--- config.mk ---
export PLATFORM = sky130hd
export DESIGN_NAME = rr_arbiter4_flat
export DESIGN_NICKNAME = d
export VERILOG_FILES = /design/src/rtl/rr_arbiter4_pkg.sv /design/src/rtl/rr_arbiter4_if.sv /design/src/rtl/rr_arbiter4_pick4.sv /design/src/rtl/rr_arbiter4.sv /design/src/flat_wrapper.sv
export SDC_FILE = /design/constraint.sdc
export NUM_CORES = 1
export LEC_CHECK = 0
export ABC_AREA = 0
export BUFFER_PORTS_ARGS = -buffer_cell sky130_fd_sc_hd__buf_2
export CAP_MARGIN = 40
export CORE_AREA = 8 8 45 47
export CTS_CLUSTER_SIZE = 14
export DETAILED_ROUTE_END_ITERATION = 12
export DIE_AREA = 0 0 53 55
export MAX_ROUTING_LAYER = met4
export PLACE_DENSITY = 0.57
export RECOVER_POWER = 25
export SYNTH_ARGS = -nofsm -noshare
export SYNTH_HDL_FRONTEND = slang
export SYNTH_SLANG_ARGS = --single-unit
--- constraint.sdc ---
create_clock -name clk -period 3.05 [get_ports clk]
set_input_delay 0.1525 -clock clk [delete_from_list [all_inputs] [get_ports clk]]
set_output_delay 0.1525 -clock clk [all_outputs]
set_load 0.005 [all_outputs]
--- src/rtl/rr_arbiter4_pkg.sv ---
// arb_pkg: shared state encoding, sizes and reset rotation origin for rr_arbiter4
package arb_pkg;
    typedef enum logic {IDLE = 1'b0, GRANT = 1'b1} arb_state_e;
    localparam int ARB_N = 4;
    localparam int ARB_IDX_W = 2;
    localparam logic [ARB_IDX_W-1:0] LAST_RST = 2'd3;
endpackage

--- src/rtl/rr_arbiter4_if.sv ---
// rr_arbiter4_if: request/release inputs and registered grant outputs of the arbiter
interface rr_arbiter4_if;
    import arb_pkg::*;
    logic [ARB_N-1:0] req;
    logic done;
    logic gnt_valid;
    logic a;
    logic b;
    logic timeout;
    modport slave (input req, done, output gnt_valid, a, b, timeout);
    modport master (output req, done, input gnt_valid, a, b, timeout);
endinterface

--- src/rtl/rr_arbiter4_pick4.sv ---
// rr_pick4: combinational round-robin search starting just after last, last itself lowest
module rr_pick4
    import arb_pkg::*;
(
    input  logic [ARB_N-1:0]     req,
    input  logic [ARB_IDX_W-1:0] last,
    output logic [ARB_IDX_W-1:0] idx,
    output logic                 any
);
    // scan from farthest to nearest so the nearest asserted requester wins
    always_comb begin
        idx = last + 2'd1;
        any = |req;
        for (int k = ARB_N; k >= 1; k--)
            if (req[last + 2'(k)]) idx = last + 2'(k);
    end
endmodule

--- src/rtl/rr_arbiter4.sv ---
// rr_arbiter4: 4-way round-robin arbiter with held grants; ARB_TIMEOUT_EN adds a forced-release watchdog
module rr_arbiter4
    import arb_pkg::*;
#(
    parameter int MAX_HOLD = 8
) (
    input logic         clk,
    input logic         rst,
    rr_arbiter4_if.slave bus
);
    if (MAX_HOLD < 2 || MAX_HOLD > 255) begin : g_bad_max_hold
        $error("MAX_HOLD must be in 2..255");
    end
    arb_state_e            state_q;
    logic [ARB_IDX_W-1:0]  idx_q, last_q, pick_idx;
    logic                  gv_q, pick_any, force_rel, rel;
    rr_pick4 u_pick (
        .req  (bus.req),
        .last (last_q),
        .idx  (pick_idx),
        .any  (pick_any)
    );
    assign rel = bus.done | force_rel;
`ifdef ARB_TIMEOUT_EN
    logic [7:0] hold_q;
    logic       timeout_q;
    assign force_rel = state_q == GRANT && hold_q == 8'(MAX_HOLD - 1);
    // hold counter restarts with every new grant; timeout marks a forced, not a normal, release
    always_ff @(posedge clk or posedge rst)
        if (rst) begin
            hold_q    <= '0;
            timeout_q <= 1'b0;
        end else begin
            hold_q    <= (state_q == GRANT && !rel) ? hold_q + 8'd1 : 8'd0;
            timeout_q <= force_rel && !bus.done;
        end
    assign bus.timeout = timeout_q;
`else
    assign force_rel   = 1'b0;
    assign bus.timeout = 1'b0;
`endif
    // grant FSM: latch winner from idle, hold until release, re-arbitrate with no bubble
    always_ff @(posedge clk or posedge rst)
        if (rst) begin
            state_q <= IDLE;
            idx_q   <= '0;
            last_q  <= LAST_RST;
            gv_q    <= 1'b0;
        end else if (state_q == IDLE) begin
            if (pick_any) begin
                state_q <= GRANT;
                idx_q   <= pick_idx;
                last_q  <= pick_idx;
                gv_q    <= 1'b1;
            end
        end else if (rel) begin
            if (pick_any) begin
                idx_q  <= pick_idx;
                last_q <= pick_idx;
            end else begin
                state_q <= IDLE;
                gv_q    <= 1'b0;
            end
        end
    assign bus.gnt_valid = gv_q;
    assign bus.a         = idx_q[1];
    assign bus.b         = idx_q[0];
endmodule

--- src/flat_wrapper.sv ---
// flat-port wrapper written by rule: the top's interface ports become plain ports
module rr_arbiter4_flat import arb_pkg::*;
#(
    parameter int MAX_HOLD = 8
)
  (clk, rst, bus_req, bus_done, bus_gnt_valid, bus_a, bus_b, bus_timeout);
  rr_arbiter4_if bus_i ();
  input logic clk;
  input logic rst;
  input wire logic [$bits(bus_i.req)-1:0] bus_req;
  input wire logic [$bits(bus_i.done)-1:0] bus_done;
  output wire logic [$bits(bus_i.gnt_valid)-1:0] bus_gnt_valid;
  output wire logic [$bits(bus_i.a)-1:0] bus_a;
  output wire logic [$bits(bus_i.b)-1:0] bus_b;
  output wire logic [$bits(bus_i.timeout)-1:0] bus_timeout;
  assign bus_i.req = bus_req;
  assign bus_i.done = bus_done;
  assign bus_gnt_valid = bus_i.gnt_valid;
  assign bus_a = bus_i.a;
  assign bus_b = bus_i.b;
  assign bus_timeout = bus_i.timeout;
  rr_arbiter4 #(.MAX_HOLD(MAX_HOLD)) u_core (.clk(clk), .rst(rst), .bus(bus_i));
endmodule
* Word-level counts from Yosys, hierarchy flattened *
Index checks and enable logic that the tools add are counted.

word-level totals
  register bits = 6
  input port bits = 7
  output and inout port bits = 4
  logic and storage cells = 41

cells by class
  add/sub/neg operators = 3
  magnitude comparators = 4
  eq/ne operators = 2
  multiplexer cells = 25
  reduce and logical (&&, ||, !) cells = 3

operators with widths
  cell                                                         number
  two-way mux 2 bit                                            10
  less-than comparator 2 x 3 -> 1 bit (second input constant)  4
  two-way mux 1 bit                                            11
  binary-select mux 1 bit (select 2 bit)                       4
  adder 2 bit (second input constant)                          2
  != test 2 bit (second input constant)                        2
  OR reduction 4 bit                                           1
  AND reduction 3 bit                                          1
  adder 2 x 1 -> 2 bit (second input constant)                 1
  nonzero test 2 bit                                           1

* Longest topological paths before layout *
Gate-level depths: netlist of run 1.

  word-level depth = 9
  mapped depth = 6
  mapped depth without buffers = 5

* Hierarchy *
Synthesis of run 1 repeated with hierarchy kept, for this count alone.

second synthesis, totals
  cell total of the unflattened synthesis = 38
  area, all modules = 390.4 um2

by module, submodules not included
  module       times used  cells an instance  area an instance (um2)  sequential area each (um2)
  rr_arbiter4  1           20                 275.3                   152.6
  rr_pick4     1           18                 115.1                   0.0

* Least setup slack after synthesis of run 1 *
Ideal clock, no wire load.

  path kind = reg-to-reg
  start point = reg u_core.last_q[0]
  end point = reg u_core.idx_q[0]
  setup time = 125 ps
  data arrival time = 1297 ps
  data required time = 2925 ps
  setup slack = 1628 ps
  stages on the path, launching flop included = 6
  path buffers = 1
  clock period less this slack = 1422 ps
  cell sequence = dfstp_2 buf_6 or4_4 nand4_2 xor2_1 o21ai_1

on the way
  longest elaborated chain between the ends = 9
  elaborated cells between the ends (all ways) = 18
  classes of those cells = add/sub: 3; mux: 15

ends and longest elaborated chain
  element                                                                              line                                  text
  from (decl)                                                                          rr_arbiter4.sv:15                     logic [ARB_IDX_W-1:0] idx_q, last_q, pick_idx;
  from (signal assigned)                                                               rr_arbiter4.sv:53                     last_q <= pick_idx;
  from (signal assigned)                                                               rr_arbiter4.sv:59                     last_q <= pick_idx;
  adder 2 bit / binary-select mux 1 bit (select 2 bit) (equally long branches)         rr_arbiter4_pick4.sv:15               if (req[last + 2'(k)]) idx = last + 2'(k);
  binary-select mux 1 bit (select 2 bit) / two-way mux 1 bit (equally long branches)   rr_arbiter4_pick4.sv:15
  two-way mux 1 bit (not written as such) / two-way mux 2 bit (equally long branches)  rr_arbiter4_pick4.sv:15
  two-way mux 2 bit (2 in a row)                                                       rr_arbiter4_pick4.sv:15
  two-way mux 2 bit (*)                                                                rr_arbiter4_pick4.sv:15
  two-way mux 2 bit (*)                                                                rr_arbiter4.sv:50, rr_arbiter4.sv:57
  two-way mux 2 bit                                                                    rr_arbiter4.sv:56                     end else if (rel) begin
  two-way mux 2 bit (*)                                                                rr_arbiter4.sv:49                     end else if (state_q == IDLE) begin
  to (signal assigned)                                                                 rr_arbiter4.sv:52                     idx_q <= pick_idx;
  to (signal assigned)                                                                 rr_arbiter4.sv:58                     idx_q <= pick_idx;
  to (decl)                                                                            rr_arbiter4.sv:15

Mark *: on every way between the ends. The rest lies on a longest branch, timed or not. The select of a mux whose other input is x is not followed.
A chain may end at the register's enable or synchronous reset.

* Worst setup path after layout of run 1 *
Ends and elaborated chain as after synthesis.

==> results of run 1 <==
==> flip-flops by register name (all words and copies together), names as in the netlist <==
register              cells
u_core.last_q             2
u_core.bus.gnt_valid      1
u_core.state_q            1
u_core.idx_q              2
==> power by group through the flow <==
stage               combinational (mW)  clock [mW]  sequential (mW)
CTS                              0.123      0.0744            0.161
global placement                 0.121           0            0.161
detailed placement               0.121           0            0.162
finish                           0.120      0.0722            0.160
global route                     0.138      0.0855            0.167
floorplan                        0.115           0            0.142
==> logic make-up after synthesis <==
family,after synthesis
xor gates and xnor gates,3
DFF,6
and+or+nand+nor,23
other,1
AOI/OAI and AO/OA,7
buffers and inverters,3
==> placed cells by master (no fill, tap or decap) <==
cell type	count
inv_1	1
nor3_1	1
dlygate4sd3_1	1
dfrtp_1	4
o21ai_1	2
nor4b_1	1
conb_1	1
buf_2	9
nor2_1	10
nor4_2	1
o211ai_1	1
dfstp_2	2
nor3b_1	1
nor4bb_1	1
nand2b_1	2
or4_4	1
xor2_1	3
nand2_1	3
nand4_2	1
and3b_1	1
a31oi_1	1
clkbuf_4	3
a21o_1	2
a211oi_1	1
==> area by class of cell <==
| cell class | count | share of cell area [%] |
|---|---|---|
| Timing Repair Buffer | 10 | 11.8 |
| Clock buffer | 3 | 4.81 |
| Inverter | 1 | 0.802 |
| Multi-Input combinational cell | 34 | 45.7 |
| Sequential cell | 6 | 32.6 |
| Tap cell | 16 | 4.28 |
==> worst max-delay path by stage <==
stage / slack [ns] / start / end
5_1_grt: 1.49 / u_core.last_q[0] / u_core.idx_q[0]
3_3_place_gp: 1.66 / bus_req[2] / u_core.idx_q[1]
4_1_cts: 1.63 / u_core.last_q[0] / u_core.idx_q[0]
3_5_place_dp: 1.63 / u_core.last_q[0] / u_core.idx_q[0]
2_1_floorplan: 1.63 / u_core.last_q[0] / u_core.idx_q[0]
6_report: 1.64 / u_core.last_q[0] / u_core.idx_q[0]
==> layer usage <==
layer	up-vias	GRT usage (%)
li1	170	-
met1	148	5.82
met2	5	10.2
met3	0	2.67
met4	0	3.88
met5	-	-
==> qor.yml, run 1 <==
outcome: "completed"
multi_input_area_sq_um: 214
route.met3.wl_um: 34
synthXorXnorAreaFrac_pct: 6.75
synth_seq_area_share_pct: 39.2
clk_pin_slew_worst_paths_ns: 0.05
cts_setup_buffers: 0
min_from: "bus_done"
p_comb_share_pct: 34.1
hold-path-endpoint: "u_core.bus.gnt_valid"
dieWidth_um: 53
synthAdderAreaFrac_pct: 0
critPathCaptureType: "register"
syn_inst: 43
ys.flop_type: "dfrtp_1"
nets: 63
ys_async_sr_fraction_pct: 100
cts_buffers: 3
final_util_pct: 33.8
worstRegToRegCells: 4
dieArea_sq_mm: 0.00292
cp_slowest_stage_delay_ns: 0.55
cts.sinks: 6
crit_chain: "or4_4 > nand4_2 > xor2_1 > o21ai_1"
p_leak_nw: 0.215
arrival_ns: 1.54
r2r-start: "u_core.last_q[0]"
pre_cts_ws_ns: 1.63
maxUsedRoutingLayer: "met3"
fin_cells: 70
root_buffer: "clkbuf_4"
rows: 14
start_util_pct: 28.1
ys_top_cells_by_area: "dfrtp_1, dfstp_2, nor2_1"
hold_depth: 2
synth_commonest_cells: "nor2_1, dfrtp_1, nand2_1, xor2_1"
die_h_um: 55
met1_length_um: 326
power_frac_seq_pct: 45.4
postRouteWirelength_um: 784
post_drt_wl_per_cell_um: 11.2
synth_top_area_cell: "dfrtp_1"
area_delta_synth_final_pct: 20.3
critPathMaxFanout: 10
synth_warnings: 0
fmax_mhz: 708
n_antenna_cell: 0
synth_most_common_cell: "nor2_1"
synthMuxAreaShare_pct: 0
p_per_area_mw_per_mm2: 753
insertion_delay_ns: 0.24
cp_slowest_cell: "or4_4"
synth-edff-count: 0
vias_per_cell: 4.61
holdBufCountCts: 1
htree_levels: 1
startpoint_type: "register"
fin_ws_ns: 1.64
syn_area_per_cell_sq_um: 9.05
fin_crit_sh_pct: 46.3
cp.required_ns: 3.17
antenna_left: 0
vias: 323
cts-resized-gates: 0
synth_simple_gate_area_share_pct: 35.4
cts_tree: "yes"
met2_length_um: 423
setup_violations: 0
io_buffers: 9
r2r_slack_ns: 1.64
synth_top_area_share_pct: 25.7
ioPinCount: 11
grt_pass1_vias: 295
syn-num-nets: 50
period_minus_slack_ns: 1.41
power_mw: 0.353
hp-class: "input port to register"
routabilityCongestion: 0.689
path_class: "register to register"
grt_start_max_net_pins: 11
cts_buffer_depth: 2
dp_cells: 66
fillers: 156
antenna_found_initial: 0
overflow: 0
crit_cells: 4
irDropWorstVdd_mv: 0.250
synth_top_family_by_area: "simple AND/OR/NAND/NOR gates"
cap_violations: 0
syn_area_sq_um: 389
ys_types: 23
critPathTopFamily: "simple AND/OR/NAND/NOR gates"
firstDrtPassIters: 2
fin_hold_ws_ns: 0.100
synth-compound-area-share_pct: 11.9
rsz0062_at_grt: "false"
r2r_end: "u_core.idx_q[0]"
fin_tns_setup_ns: 0
ys_ff_latch: 6
drive_gt1_share_pct: 31.5
clkPwrFrac_pct: 20.5
drt_iter0_drc: 7
stdcell_area_sq_um: 468
core_sq_mm: 0.00138
cp_num_buf_inv: 0
maxSlewViolCount: 0
clock_skew_ns: 0.00654
grt_pass1_wl_mm: 1.30
p_sw_mw: 0.121
hold_viol: 0
grtUsageTotal_pct: 6.15
dp_hpwl_um: 622
final-seq-area_sq_um: 153
swShare_pct: 34.3
p_int_mw: 0.232
drcViolationCount: 0
dpl_cell_area_sq_um: 435
Power figures use the tool's default switching activity.
==> run 2: changes to the inputs <==
ABC_AREA = 1   (was 0)
PLACE_DENSITY = 0.63   (was 0.57)
clock period = 1.4 ns   (was 3.05 ns; I/O delays follow)
==> qor.yml, run 2 <==
cts.sinks: 6  # unchanged
setup_violations: 3  # was 0
violations: "negative setup slack"
fmax_mhz: 697  # was 708 MHz
synth_most_common_cell: "nand2_1"  # was nor2_1
arrival_ns: 1.56  # was 1.54 ns
clock_skew_ns: 0.000380  # was 0.00654 ns
start_util_pct: 33.7  # was 28.1%
final_common_cell: "nand2_1"  # was nor2_1
critPathLaunch: "u_core.last_q[0]"  # unchanged
drt_iter0_drc: 9  # was 7
core_sq_mm: 0.00138  # unchanged
final_util_pct: 48.6  # was 33.8%
firstDrtPassIters: 4  # was 2
fin_cells: 103  # was 70
vias_per_cell: 4.65  # was 4.61
n_antenna_cell: 0  # unchanged
critPathCaptureType: "register"  # unchanged
syn_area_sq_um: 467  # was 389 sq um
vias: 479  # was 323
root_buffer: "clkbuf_4"  # unchanged
most-common-layout-cells: "nand2_1, buf_2, nand2_2"  # was nor2_1, buf_2, dfrtp_1
hold_viol: 0  # unchanged
antenna_left: 0  # unchanged
routabilityCongestion: 0.780  # was 0.689
rows: 14  # unchanged
cts_tree: "yes"  # unchanged
cp.required_ns: 1.52  # was 3.17 ns
cts_buffer_depth: 2  # unchanged
ys.flop_type: "dfrtp_1"  # unchanged
p_per_area_mw_per_mm2: 2320  # was 753 mW/mm^2
hp-class: "input port to register"  # unchanged
syn_inst: 70  # was 43
drcViolationCount: 0  # unchanged
period_minus_slack_ns: 1.43  # was 1.41 ns
critPathMaxFanout: 4  # was 10
maxSlewViolCount: 0  # unchanged
io_buffers: 9  # unchanged
postRouteWirelength_mm: 1.08  # was 784 um
dpl_cell_area_sq_um: 528  # was 435 sq um
dieWidth_um: 53  # unchanged
path_class: "register to register"  # unchanged
fin_tns_setup_ns: -0.0621  # was 0 ns
drive_gt1_share_pct: 54.0  # was 31.5%
fin_ws_ns: -0.0339  # was 1.64 ns
worstRegToRegCells: 10  # was 4
largestRegisters: "u_core.idx_q x2, u_core.last_q x2"  # unchanged
irDropWorstVdd_mv: 0.904  # was 0.250 mV
ys_top_cells_by_area: "dfrtp_1, nand2_1, dfstp_2"  # was dfrtp_1, dfstp_2, nor2_1
antenna_found_initial: 0  # unchanged
cts_buffers: 3  # unchanged
grt_pass1_wl_mm: 1.65  # was 1.30 mm
htree_levels: 1  # unchanged
ys_ff_latch: 6  # unchanged
r2r-start: "u_core.last_q[0]"  # unchanged
fin_crit_sh_pct: 102  # was 46.3%
grt_start_max_net_pins: 7  # was 11
dp_cells: 95  # was 66
ys_async_sr_fraction_pct: 100  # unchanged
syn_area_per_cell_sq_um: 6.67  # was 9.05 sq um
dp_hpwl_um: 775  # was 622 um
synth_warnings: 0  # unchanged
stdcell_area_sq_um: 673  # was 468 sq um
synth-edff-count: 0  # unchanged
post_drt_wl_per_cell_um: 10.5  # was 11.2 um
p_leak_nw: 0.375  # was 0.215 nW
cap_violations: 0  # unchanged
startpoint_type: "register"  # unchanged
syn-num-nets: 77  # was 50
nets: 96  # was 63
ioPinCount: 11  # unchanged
dieArea_sq_mm: 0.00292  # unchanged
grt_pass1_vias: 445  # was 295
rsz0062_at_grt: "true"  # was false
r2r_end: "u_core.idx_q[0]"  # unchanged
overflow: 0  # unchanged
ys_types: 19  # was 23
synth_top_area_cell: "dfrtp_1"  # unchanged
clk_pin_slew_worst_paths_ns: 0.04  # was 0.05 ns
synth_seq_area_share_pct: 32.7  # was 39.2%
grtUsageTotal_pct: 8.03  # was 6.15%
endpoint: "u_core.idx_q[0]"  # unchanged
die_h_um: 55  # unchanged
insertion_delay_ns: 0.23  # was 0.24 ns
outcome: "complete, but fails checks"  # was completed
synth_top_area_share_pct: 21.4  # was 25.7%
synth_commonest_cells: "nand2_1, nand3_1, nand2_2"  # was nor2_1, dfrtp_1, nand2_1, xor2_1
r2r_slack_ns: -0.03  # was 1.64 ns
area_delta_synth_final_pct: 44.2  # was 20.3%
fillers: 141  # was 156
[run 2: worst min-delay path by stage]
| stage | slack (ns) | from | depth (start not counted) | to |
|---|---|---|---|---|
| 2_1_floorplan | -0.14 | rst | 1 | u_core.bus.gnt_valid |
| 3_3_place_gp | -0.02 | rst | 2 | u_core.idx_q[0] |
| 3_5_place_dp | -0.01 | rst | 2 | u_core.idx_q[0] |
| 4_1_cts | 0.03 | bus_done | 2 | u_core.state_q |
| 5_1_grt | 0.05 | bus_done | 2 | u_core.state_q |
| 6_report | 0.04 | bus_done | 2 | u_core.state_q |
[run 2: report_power, final]
group / leakage (nW) / internal [mW] / switching, mW
logic: 0.298 / 0.486 / 0.590
clock network: 0.0138 / 0.0963 / 0.0526
registers: 0.0632 / 0.260 / 0.0734
[run 2: cell type report]
cell class / instances / area (sq um) / area share, %
Multi-Input combinational cell: 50 / 305 / 45.4
Inverter: 12 / 52.6 / 7.81
Sequential cell: 6 / 153 / 22.7
Timing Repair Buffer: 16 / 120 / 17.8
Tap cell: 16 / 20.0 / 2.97
Clock buffer: 3 / 22.5 / 3.35
[run 2: cells by family (layout without fill, tap and decap cells)]
logic type,count (synthesis),after routing,share of synthesized area (%)
other,1,1,0.804
DFF,6,6,32.7
AOI/OAI and AO/OA,6,6,6.97
and+or+nand+nor,43,43,44.8
buffers and inverters,14,31,14.7
[run 2: timing repair]
item                       in CTS  in global routing
pin swaps                       1                  6
setup endpoints to repair       4                  4
gates resized for setup         9                 11
hold endpoints to repair        6                  0
hold buffers                    1                  0
setup buffers                   4                  0
[run 2: worst max-delay path, cell delays in order (launching register included)]
cell     delay (ns)
dfstp_2        0.58
buf_6          0.12
inv_6          0.04
nand2_4        0.06
nand3_2        0.07
nand2_1        0.09
nand3_2        0.08
nand2_2        0.09
nand3_2        0.06
nand3_2        0.08
nand2_1        0.05
[run 2: stage by stage]
stage | power [mW] | hold WS [ns] | setup slack, ns
finish | 1.56 | 0.0369 | -0.0339
floorplan | 0.911 | -0.140 | 0.0733
CTS | 1.45 | 0.0327 | -0.00730
global placement | 1.05 | -0.0189 | -0.0872
global route | 1.69 | 0.0494 | -0.110
detailed placement | 1.07 | -0.0140 | -0.0853
[run 2: metal layers]
metal | global-route usage (%) | up-vias | wire length (um)
met2 | 15.2 | 11 | 623
li1 | - | 251 | -
met3 | 1.07 | 2 | 35
met5 | - | - | 0
met1 | 6.45 | 215 | 412
met4 | 7.76 | 0 | 9
